**src/rtl/excess3_bcd_pkg.sv**
```systemverilog
// Shared types and constants for the multi-digit Excess-3 to BCD converter.
package excess3_bcd_pkg;

  localparam int DIGIT_W = 4;

  localparam logic [DIGIT_W-1:0] E3_OFFSET = 4'd3;
  localparam logic [DIGIT_W-1:0] E3_MIN    = 4'b0011;
  localparam logic [DIGIT_W-1:0] E3_MAX    = 4'b1100;

  typedef enum logic [1:0] {
    IDLE = 2'd0,
    CONV = 2'd1,
    DONE = 2'd2
  } state_t;

endpackage

```
**src/rtl/e3_digit_conv.sv**
```systemverilog
// Combinational single-digit Excess-3 to BCD converter; invalid codes map to 0.
module e3_digit_conv
  import excess3_bcd_pkg::*;
(
  input  logic [DIGIT_W-1:0] code,
  output logic [DIGIT_W-1:0] bcd,
  output logic               invalid
);

  always_comb begin
    invalid = (code < E3_MIN) || (code > E3_MAX);
    bcd     = invalid ? '0 : (code - E3_OFFSET);
  end

endmodule

```
**src/rtl/excess3_bcd_seq_ctrl.sv**
```systemverilog
// Sequential Excess-3 to BCD word converter, one digit per cycle, LSD first.
// Define E3_ERR_MASK_EN to add the per-digit out_err_mask output.
//
// Handshakes: a transfer happens on a rising edge where valid and ready are
// both high; valid never drops before that transfer and ready never looks at valid.
module excess3_bcd_seq_ctrl
  import excess3_bcd_pkg::*;
#(
  parameter int DIGITS = 4
) (
  input  logic                    clk,
  input  logic                    rst_n,
  input  logic                    in_valid,
  output logic                    in_ready,
  input  logic [DIGIT_W*DIGITS-1:0] in_data,
  output logic                    out_valid,
  input  logic                    out_ready,
  output logic [DIGIT_W*DIGITS-1:0] out_data,
  output logic                    out_err,
`ifdef E3_ERR_MASK_EN
  output logic [DIGITS-1:0]       out_err_mask,
`endif
  output logic                    busy,
  output logic [1:0]              dbg_state
);

  localparam int W     = DIGIT_W * DIGITS;
  localparam int IDX_W = (DIGITS > 1) ? $clog2(DIGITS) : 1;

  state_t             state, state_nxt;
  logic [IDX_W-1:0]   idx;
  logic [W-1:0]       shreg;
  logic [W-1:0]       result;
  logic [DIGITS-1:0]  err_mask;
  logic [DIGIT_W-1:0] dig_bcd;
  logic               dig_inv;
  logic               accept;
  logic               last;

  // The shift register always presents the current digit in its low nibble.
  e3_digit_conv u_conv (
    .code    (shreg[DIGIT_W-1:0]),
    .bcd     (dig_bcd),
    .invalid (dig_inv)
  );

  assign last   = (idx == IDX_W'(DIGITS - 1));
  assign accept = in_valid && in_ready;

  always_comb begin
    state_nxt = state;
    in_ready  = 1'b0;
    case (state)
      IDLE: begin
        in_ready = 1'b1;
        if (in_valid) state_nxt = CONV;
      end
      CONV: begin
        if (last) state_nxt = DONE;
      end
      DONE: begin
        if (out_ready) begin
          in_ready  = 1'b1;
          state_nxt = in_valid ? CONV : IDLE;
        end
      end
      default: state_nxt = IDLE;
    endcase
  end

  always_ff @(posedge clk or negedge rst_n) begin
    if (!rst_n) begin
      state    <= IDLE;
      idx      <= '0;
      shreg    <= '0;
      result   <= '0;
      err_mask <= '0;
    end else begin
      state <= state_nxt;
      if (accept) begin
        shreg    <= in_data;
        result   <= '0;
        err_mask <= '0;
        idx      <= '0;
      end else if (state == CONV) begin
        shreg <= shreg >> DIGIT_W;
        for (int k = 0; k < DIGITS; k++) begin
          if (idx == IDX_W'(k)) begin
            result[k*DIGIT_W +: DIGIT_W] <= dig_bcd;
            err_mask[k]                  <= dig_inv;
          end
        end
        idx <= last ? '0 : idx + 1'b1;
      end
    end
  end

  assign out_valid = (state == DONE);
  assign busy      = (state == CONV);
  assign out_data  = result;
  assign out_err   = |err_mask;
  assign dbg_state = state;
`ifdef E3_ERR_MASK_EN
  assign out_err_mask = err_mask;
`endif

endmodule

```
**config.mk**
```make
export PLATFORM = sky130hd
export DESIGN_NAME = excess3_bcd_seq_ctrl
export DESIGN_NICKNAME = d
export VERILOG_FILES = /design/src/rtl/excess3_bcd_pkg.sv /design/src/rtl/e3_digit_conv.sv /design/src/rtl/excess3_bcd_seq_ctrl.sv
export SDC_FILE = /design/constraint.sdc
export NUM_CORES = 1
export LEC_CHECK = 0
export CORE_ASPECT_RATIO = 0.5
export CORE_MARGIN = 3
export CORE_UTILIZATION = 40
export DETAILED_ROUTE_END_ITERATION = 10
export GPL_TIMING_DRIVEN = 0
export PLACE_DENSITY = 0.69
export SYNTH_ARGS = -nofsm -noshare
export SYNTH_HDL_FRONTEND = slang
export SYNTH_SLANG_ARGS = --single-unit
```
**constraint.sdc**
```tcl
create_clock -name clk -period 2.06 [get_ports clk]
set_clock_uncertainty 0.2 [all_clocks]
set_input_delay 0.412 -clock clk [delete_from_list [all_inputs] [get_ports clk]]
set_output_delay 0.412 -clock clk [all_outputs]
set_load 0.1 [all_outputs]
```
==> reports/metrics.cfg, run 1 <==
[outcome]
status = completed

[yosys]
synth_enable_flop_cells = 0
synth_top_family_by_area = simple AND/OR/NAND/NOR gates
synth_mux_area_share_pct = 4.715
yosys_warnings = 0
netlist_top_cells_count = 40 x dfrtp_1, 31 x nand2_1, 16 x nor2_1
synth_compound_gate_area_share_pct = 15.32
synth_nets = 220
synth_area_mm2 = 0.001911
ys_types = 27
yosys_register_bits = 40
yosys.area_share.adder_pct = 3.929
syn_area_per_cell_um2 = 9.848
synth_xor_xnor_area_share_pct = 0
ys_top_cells_by_area = dfrtp_1 52%, nand2_1 6.1%, mux2i_1 4.7%
ys_seq_area_share_pct = 52.39
synthCells = 194
yosys.area_share.simple_pct = 17.62
yosys.area.top_type = dfrtp_1
yosysMostFrequentCell = dfrtp_1
synth_top_area_share_pct = 52.39
ys_async_sr_fraction_pct = 100.0
synth_ff_type = dfrtp_1

[worst_setup_path]
critPathLaunchType = flip-flop
endpoint = out_err
path_cells = or4_4 -> buf_12
cp-end-kind = output port
cp.depth = 2
reg2reg_to = out_data[8]$_DFFE_PN0P_
worstPathArrival_ns = 1.40
ff2ff_path_depth = 7
crit_slowest_cell = or4_4
rrSetupSlack_ns = 0.16
reg2reg_from = shreg[0]$_DFFE_PN0P_
worstSetupStartpoint = err_mask[1]$_DFFE_PN0P_
critical_path_required_ns = 1.45
crit_type = flip-flop to output port
worst_path_largest_cell_delay_ns = 0.55
critPathTopFamily = simple AND/OR/NAND/NOR gates
cp.buffers_inverters = 1
critPathMaxFanout = 2

[clocking]
htree_levels = 2
tritoncts = built
numCtsBuffers = 5
clkSinkCount = 40
cts_hold_buf = 0
clk_latency_ns = 0.29
cts_root_buf = clkbuf_8
clk_pin_slew_worst_paths_ns = 0.08
ctsLongestPathBuffers = 2

[global_route]
use_met3_pct = 4.947
grt_start_max_net_pins = 41
met1_usage_pct = 20.59
grt.busiest_layer = met2
grt_pass1_vias = 1423
grt-ovfl-total = 0
antenna_found_initial = 0
track_usage_pct = 15.66
use_met2_pct = 26.41
grt_pass1_wl_um = 6844

[timing]
whs_ns = 0.02768
setup_tns_ns = 0
fmax_mhz = 496.0
worstMarginPinSlew_ns = 0.8747
fin_crit_ns = 2.016
max_slew_margin_pct = 41.69
finalSetupViolCount = 0
rsz0062_at_grt = true
drv_slew = 0
fin_crit_sh_pct = 97.86
hold_viol_final = 0

[placement]
place_inst = 301
portBuffers = 41
gp_congestion = 0.7507
hpwl_um = 3103
place_area_mm2 = 0.002415

[cells_and_area]
final_cells = 309
fillers = 414
drive_above_1_share_pct = 22.63
final-seq-area_mm2 = 0.001003
finalInstanceArea_mm2 = 0.002590
antennaDiodeCount = 0
nNetsFinal = 268
area_growth_syn_to_layout_pct = 35.56
multiInputGateArea_um2 = 808.3

[min_path]
hp-class = primary input to asynchronous set/reset pin

[floorplanning]
core_mm2 = 0.004509
start_util_pct = 42.37
die_area_mm2 = 0.005692
die_w_um = 103.7
ios = 42
placementRows = 17
die-height_um = 54.87

[routing]
wl_um = 4066
dr_total_vias = 1538
detail_route.vias_per_cell = 4.977
postRouteAntennaNets = 0
first_pass_iters = 4
drtIter0Drc = 70
drc = 0
detail_route.wl_per_cell_um = 13.16

[job]
drv_cap = 0

timing repair:
action | 4_1_cts | 5_1_grt
gates resized for setup | 81 | 7
buffers inserted | 0 | 1
endpoints found under the setup margin | 22 | 5
logic make-up after synthesis:
group	count (synthesis)
and+or+nand+nor	74
AOI/OAI and AO/OA	44
muxes	9
buffers and inverters	21
DFF	40
adders and majority gates	6
registers in the layout (all words and copies together) (netlist names):
| name | flops |
|---|---|
| err_mask | 4 |
| dbg_state | 2 |
| idx | 2 |
| shreg | 16 |
| out_data | 16 |
layer usage:
metal,up-vias,wire length [um],share of wire (%)
li1,762,-,-
met1,746,1949,48
met2,26,1925,47
met3,4,166,4.1
met4,0,24,0.59
met5,-,0,0
worst register-to-register path, stage by stage, from the launching register on:
cell and delay (ns):
dfrtp_1 0.42, inv_1 0.16, ha_1 0.20, inv_1 0.06
a31oi_1 0.27, clkbuf_4 0.28, nand3_1 0.10, a21oi_1 0.14
how the worst min path moves through the flow:
stage | from | end | slack, ns | cells past startpoint
floorplan | rst_n | dbg_state[0]$_DFFE_PN0P_ | -0.08 | 0
finish | rst_n | out_data[0]$_DFFE_PN0P_ | 0.03 | 1
global placement | shreg[7]$_DFFE_PN0P_ | shreg[3]$_DFFE_PN0P_ | 0.30 | 1
detailed placement | shreg[6]$_DFFE_PN0P_ | shreg[2]$_DFFE_PN0P_ | 0.31 | 1
global route | rst_n | out_data[1]$_DFFE_PN0P_ | 0.09 | 1
CTS | rst_n | out_data[4]$_DFFE_PN0P_ | 0.07 | 1
layout make-up:
type / instances / area share, %
repair buffers: 42 / 17.39
clock inverters: 1 / 1.159
inverters: 8 / 1.498
clock buffers: 7 / 3.720
plain buffers: 12 / 3.092
flip-flops and latches: 40 / 38.74
well taps: 66 / 3.188
multi-input cells: 133 / 31.21
layout by cell type, fill, tap and decap left out, drive strengths merged:
cell type	synthesis	final
a31oi	2	2
a21oi	10	10
ha	6	6
dfrtp	40	40
clkbuf	0	8
o21ai	14	14
or4	1	1
o21a	1	1
a221o	4	4
clkinvlp	0	1
nor3b	3	3
clkdlybuf4s15	0	18
nor3	4	4
nand3	8	8
a22oi	1	1
mux2i	9	9
a211oi	12	12
inv	8	7
nor2b	4	4
clkdlybuf4s50	0	18
nor2	17	17
nand2	31	31
bufinv	0	1
and2	3	3
nand2b	2	2
nand3b	1	1
buf	13	17
stage by stage:
stage / worst slack (ns) / util (%)
finish: 0.04404 / 57.44
global placement: -0.7492 / 53.66
CTS: -0.07245 / 56.88
global route: -0.009453 / 57.44
detailed placement: -0.7795 / 53.55
floorplan: 0.0009804 / -
Power of run 1 is left out: the tool's default activity adds up to more than one toggle a clock period on the data nets, which glitch-free logic cannot reach.
==> run 2, diff against run 1 <==
- CAP_MARGIN: not set -> 25
==> results of run 2 <==
Final layout, timing and power as in run 1 (identical DEF).
Power of run 2 is left out for the same reason.
==> run 3, diff against run 2 <==
- ABC_AREA: not set -> 1
- PLACE_DENSITY: 0.69 -> 0.68
- clock period: 2.06 -> 2.6 ns (I/O delays scaled with it)
==> run 3 against run 2 <==
- critical path depth down 1
- first-iteration DRC count down 21%
- hold slack improved by 0.12 ns
==> reports/metrics.cfg, run 3 <==
[outcome]
status = completed  ; unchanged

[routing]
detail_route.wl_per_cell_um = 12.71  ; was 13.16 um
first_pass_iters = 4  ; unchanged
drtIter0Drc = 55  ; was 70
dr_total_vias = 1692  ; was 1538
postRouteAntennaNets = 0  ; unchanged
drc = 0  ; unchanged
wl_um = 4501  ; was 4066 um
detail_route.vias_per_cell = 4.780  ; was 4.977

[global_route]
grt_pass1_wl_um = 7624  ; was 6844 um
grt_pass1_vias = 1638  ; was 1423
grt_start_max_net_pins = 41  ; unchanged
grt-ovfl-total = 0  ; unchanged
track_usage_pct = 15.96  ; was 15.66%
antenna_found_initial = 0  ; unchanged

[placement]
portBuffers = 40  ; was 41
dp_slack_ns = -0.6800  ; was -0.7795 ns
gp_congestion = 0.8147  ; was 0.7507
hpwl_um = 3318  ; was 3103 um

[yosys]
ys_seq_area_share_pct = 50.25  ; was 52.39%
synthCells = 240  ; was 194
yosys.area.top_type = dfrtp_1  ; unchanged
ys_top_cells_by_area = dfrtp_1 50%, nand2_1 20%, nand4_1 5.0%  ; was dfrtp_1 52%, nand2_1 6.1%, mux2i_1 4.7%
yosys_register_bits = 40  ; unchanged
synth_area_mm2 = 0.001992  ; was 0.001911 mm2
synth_ff_type = dfrtp_1  ; unchanged
ys_types = 22  ; was 27
synth_nets = 266  ; was 220
yosysMostFrequentCell = nand2_1  ; was dfrtp_1
yosys_warnings = 0  ; unchanged
synth_top_area_share_pct = 50.25  ; was 52.39%
netlist_top_cells_count = 104 x nand2_1, 40 x dfrtp_1, 16 x nand4_1  ; was 40 x dfrtp_1, 31 x nand2_1, 16 x nor2_1
synth_enable_flop_cells = 0  ; unchanged
syn_area_per_cell_um2 = 8.300  ; was 9.848 um2
ys_async_sr_fraction_pct = 100.0  ; unchanged

[worst_setup_path]
cp-end-kind = output port  ; unchanged
critical_path_required_ns = 1.88  ; was 1.45 ns
crit_type = flip-flop to output port  ; unchanged
cp.buffers_inverters = 1  ; unchanged
critPathTopFamily = buffers and inverters  ; was simple AND/OR/NAND/NOR gates
worstPathArrival_ns = 1.79  ; was 1.40 ns
critPathLaunchType = flip-flop  ; unchanged
worst_path_largest_cell_delay_ns = 1.14  ; was 0.55 ns
path_cells = clkdlybuf4s50_1  ; was or4_4 -> buf_12
rrSetupSlack_ns = 0.90  ; was 0.16 ns
cp.depth = 1  ; was 2
critPathMaxFanout = 2  ; unchanged
ff2ff_path_depth = 9  ; was 7
crit_slowest_cell = clkdlybuf4s50_1  ; was or4_4

[timing]
drv_slew = 0  ; unchanged
fin_crit_sh_pct = 96.67
max_slew_margin_pct = 34.94  ; was 41.69%
fin_crit_ns = 2.513
finalSetupViolCount = 0  ; unchanged
setup_ws_ns = 0.08670  ; was 0.04404 ns
hold_viol_final = 0  ; unchanged
fmax_mhz = 397.9
rsz0062_at_grt = false  ; was true
worstMarginPinSlew_ns = 0.9728  ; was 0.8747 ns

[cells_and_area]
fillers = 439  ; was 414
final_common_cell = nand2_1  ; was dfrtp_1
final_cell_mix = 104 x nand2_1, 40 x dfrtp_1, 33 x clkdlybuf4s50_1, 16 x nand4_1  ; was 38 x dfrtp_1, 31 x nand2_1, 18 x clkdlybuf4s50_1, 18 x clkdlybuf4s15_2, 15 x nor2_1
drive_above_1_share_pct = 11.46  ; was 22.63%
area_growth_syn_to_layout_pct = 28.64  ; was 35.56%
nNetsFinal = 313  ; was 268
antennaDiodeCount = 0  ; unchanged

[floorplanning]
placementRows = 17  ; unchanged
core_mm2 = 0.004594  ; was 0.004509 mm2
start_util_pct = 43.36  ; was 42.37%
ios = 42  ; unchanged
die_area_mm2 = 0.005914  ; was 0.005692 mm2
die-height_um = 55.90  ; was 54.87 um
die_w_um = 105.8  ; was 103.7 um

[job]
drv_cap = 0  ; unchanged

[clocking]
cts_setup_buffers = 0  ; unchanged
htree_levels = 2  ; unchanged
numCtsBuffers = 5  ; unchanged
cts_root_buf = clkbuf_8  ; unchanged
clk_pin_slew_worst_paths_ns = 0.08  ; about the same
ctsLongestPathBuffers = 2  ; unchanged
tritoncts = built  ; unchanged
clkSinkCount = 40  ; unchanged
cts_hold_buf = 0  ; unchanged
clk_latency_ns = 0.29  ; about the same

[min_path]
hp-class = primary input to asynchronous set/reset pin  ; unchanged

==> run 3: cell types whose count changed after synthesis, sizes merged, moves of 5 or more <==
cell / previous run / this run
nand3: 8 / 15
a21oi: 10 / 1
inv: 8 / 22
nor2: 17 / 7
nand4: 0 / 16
nand2: 31 / 107
a211oi: 12 / 0
mux2i: 9 / 0
buf: 13 / 8
==> run 3: final timing paths <==
| kind | startpoint | to |
|---|---|---|
| min in group clk | out_data[7]$_DFFE_PN0P_ | out_data[7]$_DFFE_PN0P_ |
| worst max-delay path | out_data[15]$_DFFE_PN0P_ | out_data[15] |
| worst min-delay path | rst_n | out_data[11]$_DFFE_PN0P_ |
| worst max register to register | shreg[0]$_DFFE_PN0P_ | out_data[14]$_DFFE_PN0P_ |
| worst min register to register | out_data[7]$_DFFE_PN0P_ | out_data[7]$_DFFE_PN0P_ |
| max in group asynchronous | rst_n | shreg[7]$_DFFE_PN0P_ |
==> run 3: final cells by class <==
class	instances	area, um2	share of cell area [%]
clock buffer	8	90.09	3.516
multi-input combinational	170	824.5	32.18
tap	66	82.58	3.223
inverter	22	87.58	3.418
timing repair buffer	40	387.9	15.14
sequential	40	1001	39.06
buffer	8	88.84	3.467
==> run 3: logic make-up (layout without fill, tap and decap cells) <==
kind of cell	count (synthesis)	count (layout)	share of synthesized area [%]
compound gates	18	18	4.711
fa+ha+maj	6	6	3.769
flops	40	40	50.25
buf+inv	30	78	8.857
simple gates	146	146	32.41
==> run 3: metal layers <==
metal	share of wire (%)	vias to the layer above	global-route usage (%)
li1	-	861	-
met1	50	795	21.64
met2	45	33	26.27
met3	4.4	3	3.708
met4	0.51	0	3.506
met5	0	-	0
==> run 3: through the flow <==
step	TNS, ns	instances	hold slack (ns)	area (um2)	utilization (%)
after floorplan	-0.08537	240	0.02441	2002	-
after global placement	-6.974	346	0.2590	2485	54.09
after detailed placement	-0.8796	346	0.2657	2480	53.98
after CTS	0	354	0.1752	2561	55.75
after global routing	0	354	0.2350	2562	55.77
final	0	354	0.1452	2562	55.77
==> run 3: timing repair <==
action,in CTS,in global routing
pin swaps,0,0
resized for setup,12,2
endpoints found under the setup margin,6,2
Power of run 3 is left out for the same reason.
